File: src/rtl/rsa_uart_wrapper.sv
// ---------------------------------------------------------------------------
// rsa_uart_wrapper
//
// Avalon-MM master that connects the RS232 UART core to the RSA-256
// decryption core. After reset it receives the modulus n and the private
// exponent d, 32 bytes each and MSB first. It then loops forever:
//   - receive a 32-byte ciphertext y,
//   - pulse start to the core and wait for its finished pulse,
//   - send the low 31 bytes of the plaintext back over the UART, MSB first.
//
// Ports
//   i_clk, i_rst          clock, asynchronous active-low reset
//   avm_*                 Avalon-MM master towards the UART core
//   o_core_start          one-cycle start pulse to the decryption core
//   o_core_a/d/n          ciphertext, private exponent, modulus
//   i_core_result         plaintext from the core
//   i_core_finished       core-done pulse
// ---------------------------------------------------------------------------
module rsa_uart_wrapper #(
    parameter logic [4:0] RX_BASE     = 5'd0,
    parameter logic [4:0] TX_BASE     = 5'd4,
    parameter logic [4:0] STATUS_BASE = 5'd8,
    parameter int         RX_OK_BIT   = 7,
    parameter int         TX_OK_BIT   = 6
) (
    input  logic         i_clk,
    input  logic         i_rst,
    output logic [4:0]   avm_address,
    output logic         avm_read,
    input  logic [31:0]  avm_readdata,
    output logic         avm_write,
    output logic [31:0]  avm_writedata,
    input  logic         avm_waitrequest,
    output logic         o_core_start,
    output logic [255:0] o_core_a,
    output logic [255:0] o_core_d,
    output logic [255:0] o_core_n,
    input  logic [255:0] i_core_result,
    input  logic         i_core_finished
);

    typedef enum logic [2:0] {
        S_QUERY_RX,
        S_READ,
        S_START,
        S_WAIT_CALC,
        S_QUERY_TX,
        S_WRITE
    } state_t;

    typedef enum logic [1:0] {
        LOAD_N,
        LOAD_D,
        LOAD_A
    } phase_t;

    state_t         state_q,  state_d;
    phase_t         phase_q,  phase_d;
    logic [255:0]   mod_q,    mod_d;
    logic [255:0]   exp_q,    exp_d;
    logic [255:0]   cipher_q, cipher_d;
    logic [255:0]   result_q, result_d;
    logic [4:0]     cnt_q,    cnt_d;
    logic [4:0]     addr_q,   addr_d;
    logic           read_q,   read_d;
    logic           write_q,  write_d;
    logic [31:0]    wdata_q,  wdata_d;

    logic           rd_done;
    logic           wr_done;
    logic [7:0]     rx_byte;
    logic           unused_bits;

    // A transfer completes only when the request is up and the slave does not stall.
    assign rd_done = read_q  & ~avm_waitrequest;
    assign wr_done = write_q & ~avm_waitrequest;
    assign rx_byte = avm_readdata[7:0];

    // Upper UART data bits and the top result byte never reach the serial link.
    assign unused_bits = ^{avm_readdata[31:8], result_q[255:248]};

    always_comb begin
        state_d  = state_q;
        phase_d  = phase_q;
        mod_d    = mod_q;
        exp_d    = exp_q;
        cipher_d = cipher_q;
        result_d = result_q;
        cnt_d    = cnt_q;
        addr_d   = addr_q;
        read_d   = read_q;
        write_d  = write_q;
        wdata_d  = wdata_q;

        case (state_q)
            S_QUERY_RX: begin
                if (rd_done && avm_readdata[RX_OK_BIT]) begin
                    read_d  = 1'b0;
                    addr_d  = RX_BASE;
                    state_d = S_READ;
                end else begin
                    read_d  = 1'b1;
                end
            end

            S_READ: begin
                if (rd_done) begin
                    // First byte received ends up as the MSB after 32 shifts.
                    case (phase_q)
                        LOAD_N:  mod_d    = {mod_q[247:0],    rx_byte};
                        LOAD_D:  exp_d    = {exp_q[247:0],    rx_byte};
                        default: cipher_d = {cipher_q[247:0], rx_byte};
                    endcase
                    cnt_d  = cnt_q + 5'd1;
                    addr_d = STATUS_BASE;
                    read_d = 1'b1;
                    state_d = S_QUERY_RX;
                    if (cnt_q == 5'd31) begin
                        case (phase_q)
                            LOAD_N:  phase_d = LOAD_D;
                            LOAD_D:  phase_d = LOAD_A;
                            default: begin
                                phase_d = LOAD_A;
                                read_d  = 1'b0;
                                state_d = S_START;
                            end
                        endcase
                    end
                end else begin
                    read_d = 1'b1;
                end
            end

            S_START: begin
                state_d = S_WAIT_CALC;
            end

            S_WAIT_CALC: begin
                if (i_core_finished) begin
                    result_d = i_core_result;
                    cnt_d    = 5'd0;
                    addr_d   = STATUS_BASE;
                    read_d   = 1'b1;
                    state_d  = S_QUERY_TX;
                end
            end

            S_QUERY_TX: begin
                if (rd_done && avm_readdata[TX_OK_BIT]) begin
                    read_d  = 1'b0;
                    write_d = 1'b1;
                    addr_d  = TX_BASE;
                    wdata_d = {24'd0, result_q[247:240]};
                    state_d = S_WRITE;
                end else begin
                    read_d  = 1'b1;
                end
            end

            S_WRITE: begin
                if (wr_done) begin
                    write_d  = 1'b0;
                    result_d = {result_q[247:0], 8'd0};
                    addr_d   = STATUS_BASE;
                    read_d   = 1'b1;
                    // Only 31 bytes of plaintext are meaningful.
                    if (cnt_q == 5'd30) begin
                        cnt_d   = 5'd0;
                        state_d = S_QUERY_RX;
                    end else begin
                        cnt_d   = cnt_q + 5'd1;
                        state_d = S_QUERY_TX;
                    end
                end
            end

            default: begin
                state_d = S_QUERY_RX;
                addr_d  = STATUS_BASE;
                read_d  = 1'b1;
                write_d = 1'b0;
            end
        endcase
    end

    always_ff @(posedge i_clk or negedge i_rst) begin
        if (!i_rst) begin
            state_q  <= S_QUERY_RX;
            phase_q  <= LOAD_N;
            mod_q    <= '0;
            exp_q    <= '0;
            cipher_q <= '0;
            result_q <= '0;
            cnt_q    <= '0;
            addr_q   <= STATUS_BASE;
            read_q   <= 1'b1;
            write_q  <= 1'b0;
            wdata_q  <= '0;
        end else begin
            state_q  <= state_d;
            phase_q  <= phase_d;
            mod_q    <= mod_d;
            exp_q    <= exp_d;
            cipher_q <= cipher_d;
            result_q <= result_d;
            cnt_q    <= cnt_d;
            addr_q   <= addr_d;
            read_q   <= read_d;
            write_q  <= write_d;
            wdata_q  <= wdata_d;
        end
    end

    assign avm_address   = addr_q;
    assign avm_read      = read_q;
    assign avm_write     = write_q;
    assign avm_writedata = wdata_q;
    assign o_core_start  = (state_q == S_START);
    assign o_core_a      = cipher_q;
    assign o_core_d      = exp_q;
    assign o_core_n      = mod_q;

endmodule

File: config.mk
export PLATFORM = sky130hd
export DESIGN_NAME = rsa_uart_wrapper
export DESIGN_NICKNAME = d
export VERILOG_FILES = /design/src/rtl/rsa_uart_wrapper.sv
export SDC_FILE = /design/constraint.sdc
export NUM_CORES = 2
export LEC_CHECK = 0
export BUFFER_PORTS_ARGS = -buffer_cell sky130_fd_sc_hd__buf_2
export CAP_MARGIN = 10
export CORE_AREA = 2 2 433 435
export CTS_CLUSTER_SIZE = 28
export DETAILED_ROUTE_END_ITERATION = 6
export DIE_AREA = 0 0 435 437
export GPL_TIMING_DRIVEN = 0
export PLACE_DENSITY = 0.49
export SKIP_LAST_GASP = 1
export SLEW_MARGIN = 10
export SYNTH_ARGS = -nofsm -noshare
export SYNTH_HDL_FRONTEND = slang
export SYNTH_SLANG_ARGS = --single-unit
File: constraint.sdc
create_clock -name i_clk -period 1.65 [get_ports i_clk]
set_input_delay 0.33 -clock i_clk [delete_from_list [all_inputs] [get_ports i_clk]]
set_output_delay 0.33 -clock i_clk [all_outputs]
set_load 0.03 [all_outputs]
==> results.md <==
* Run status: finished, violations left
* Failing checks: hold timing, setup timing
* Clock transition at the registers of the reported paths at 70 ps
* Worst Slack Setup Final at -479 ps
* CTS sink count at 1038
* Critical Path Stages at 8
* Crit path capture type: flip-flop
* Synth top area share at 0.633
* Share of layout cells above drive strength 1 at 0.553
* Largest net degree at the start of global routing at 134
* Vias at 29647
* DP Area at 49800 um2
* Yosys reg bits at 1038
* DRC Markers at 0
* Post-DRT Antenna Nets at 0
* Die W at 435 um
* GRT Resource Usage Total at 0.159
* Antenna violations before repair at 27
* Slew @ Worst Pin at 593 ps
* Synth top area cells: dfrtp_1 63%, mux2_2 11%, mux2_1 10%
* Placer Congestion at 0.892
* EDFF count, synth at 0
* Cells after synthesis at 2838
* TritonRoute pass-1 iters at 5
* Hold WS at -527 ps
* Hold buffers post-CTS at 256
* Worst slew margin at 0.604
* Final HPWL DP at 117000 um
* Slowest stage cell, crit path: dfrtp_2
* Post-synth cell types at 49
* Clock Skews at 57.8 ps
* RR Startpoint: state_q[1]
* Vias in the first global route at 30364
* Initial Util at 0.221
* Minimum clock period at 2130 ps
* Synth Cell Area at 41000 um2
* CP startpoint: state_q[1]
* H-tree depth at 3
* Ys async rst share at 1.00
* Post-route clock period utilization at 1.29
* Fmax achieved at 470 MHz
* CTS tree: built
* Worst-skew pair later-pin latency at 780 ps
* Area delta synth->final at 51.2%
* Clk root buf: clkbuf_16
* Reg2reg path depth at 8
* CP required at 2260 ps
* Syn_area_per_cell at 14.4 um2
* Sequential share of the synthesized area at 0.634
* Area of the core at 185000 um2
* Port bufs at 1040
* First-pass GRT wire length at 222000 um
* Num CTS Buffers at 116
* Final Slew Violations at 0
* Total global routing overflow at 0
* Rows at 158
* Die height at 437 um
* Setup violators final at 1761
* Delay-heaviest family, CP: buffers and inverters
* WP buf/inv at 4
* Most frequent cell after synthesis: dfrtp_1
* Cell taking the most area after synthesis: dfrtp_1
* Hold Path Class: input pin to async pin
* Max VDD drop at 1.11 mV
* WP data arrival at 2740 ps
* RR Endpoint: o_core_d[22]
* Final WL at 160000 um
* Most common library cells after synthesis: 1036 x dfrtp_1, 411 x mux2_2, 367 x mux2_1, 265 x nand2_1, 241 x mux2i_1
* Average wire per standard cell at 22.9 um
* Worst slack at placement at -1660 ps
* Worst path max stage delay at 440 ps
* IO Count at 1100
* Via-to-Cell Ratio at 4.24
* Final hold vios at 299
* YS warnings at 0
* Maximum fanout along the worst path at 7
* RSZ-0062 raised after global routing: true
* Leakage at 34.2 nW
* Max-Cap Viols at 0
* Final Cell Area at 62000 um2
* CP cell instances: nand2b_4 -> nor3_4 -> nand3b_1 -> buf_6 -> clkbuf_16 -> buf_16 -> buf_12 -> mux2_4
* 1st-iter DRT viols at 1364
* Worst R2R Setup Slack at -480 ps
* Pwr per Cell Area at 1180 nW/um2
* Final Core Density at 0.335
* Ys flop type: dfrtp_1
* DIE AREA at 190000 um2
* WS Path Type: flip-flop to flip-flop
* Clock Path Buffers at 3
* Layout Nets at 4702
* Setup crit start kind: flip-flop
## worst reg2reg max path, delay by kind of cell, from the launching register on
family        cells  cell delay, ps
buf+inv           4             670
flops             1             440
mux               1             300
simple gates      3             540
## through the flow
| stage | setup TNS, ps | power [mW] | std cells |
|---|---|---|---|
| 2_1_floorplan | -100660 | 37.5 | 2864 |
| 6_report | -414210 | 73.2 | 7000 |
| 3_3_place_gp | - | 43.4 | 6384 |
| 3_5_place_dp | -1516330 | 43.6 | 6392 |
| 5_1_grt | -554800 | 76.4 | 6996 |
| 4_1_cts | -592780 | 73.7 | 6926 |
## cell families after synthesis
kind of cell             Yosys count  share of synthesized area
flip-flops                      1038                      0.634
AO/OA/AOI/OAI                    275                     0.0356
buffers and inverters            201                     0.0268
multiplexers                    1019                      0.273
other                              1                  0.0000915
AND/OR/NAND/NOR                  300                     0.0295
XOR/XNOR                           1                   0.000214
adder cells (fa/ha/maj)            3                   0.000916
## where the power goes
part / internal, mW / switching [mW] / leakage (nW)
sequential: 27.6 / 1.69 / 14.3
combinational: 7.05 / 10.2 / 18.0
clock: 15.5 / 11.3 / 1.92
total: 50.1 / 23.1 / 34.2
## final cells by class
cell class	count	area (um2)
Inverter	3	11.3
Fill cell	18466	123000
Multi-Input combinational cell	1625	16200
Timing Repair Buffer	1426	10500
Antenna cell	19	47.5
Buffer	197	2230
Clock buffer	167	3310
Sequential cell	1038	26000
Tap cell	2480	3100
Clock inverter	45	598
## repair_timing
| action | 4_1_cts | 5_1_grt |
|---|---|---|
| endpoints found under the setup margin | 2184 | 2189 |
| pin swaps | 5 | 182 |
| resized for setup | 355 | 746 |
| cloned | 34 | 41 |
| setup buffers | 32 | 21 |
| hold endpoints to repair | 394 | 299 |
## cell usage in the layout, fill, tap and decap left out, types with 32 or more instances in the layout
master,instances
buf_16,33
clkbuf_16,162
o21ai_2,96
mux2_2,411
dfrtp_1,1033
mux2_1,174
dlygate4sd3_1,256
mux2_4,193
nand2_2,122
nand2_4,82
clkbuf_1,32
mux2i_1,226
o21ai_1,131
buf_2,1057
buf_12,59
buf_4,100
nand2_1,59
## state kept, by name, summed over array words and instances (netlist names)
name and flops:
o_core_n 256, avm_read 1, phase_q 2, cnt_q 5
avm_writedata 8, o_core_d 256, result_q 248, avm_write 1
avm_address 2, o_core_a 256, state_q 3
## metal layers
layer  wire length, um  global-route usage
met1             63000               0.186
met2             79900               0.268
met3              9230              0.0392
met4              8250              0.0834
met5                27                   0
## worst max-delay path by stage
stage                     slack (ps)           end
final                           -480  o_core_d[22]
after detailed placement       -1660  result_q[80]
after floorplan                 -170      cnt_q[2]
after global routing            -540  o_core_a[20]
after global placement        -25880     avm_write
after CTS                       -510  o_core_start
Power figures use the tool's default switching activity.
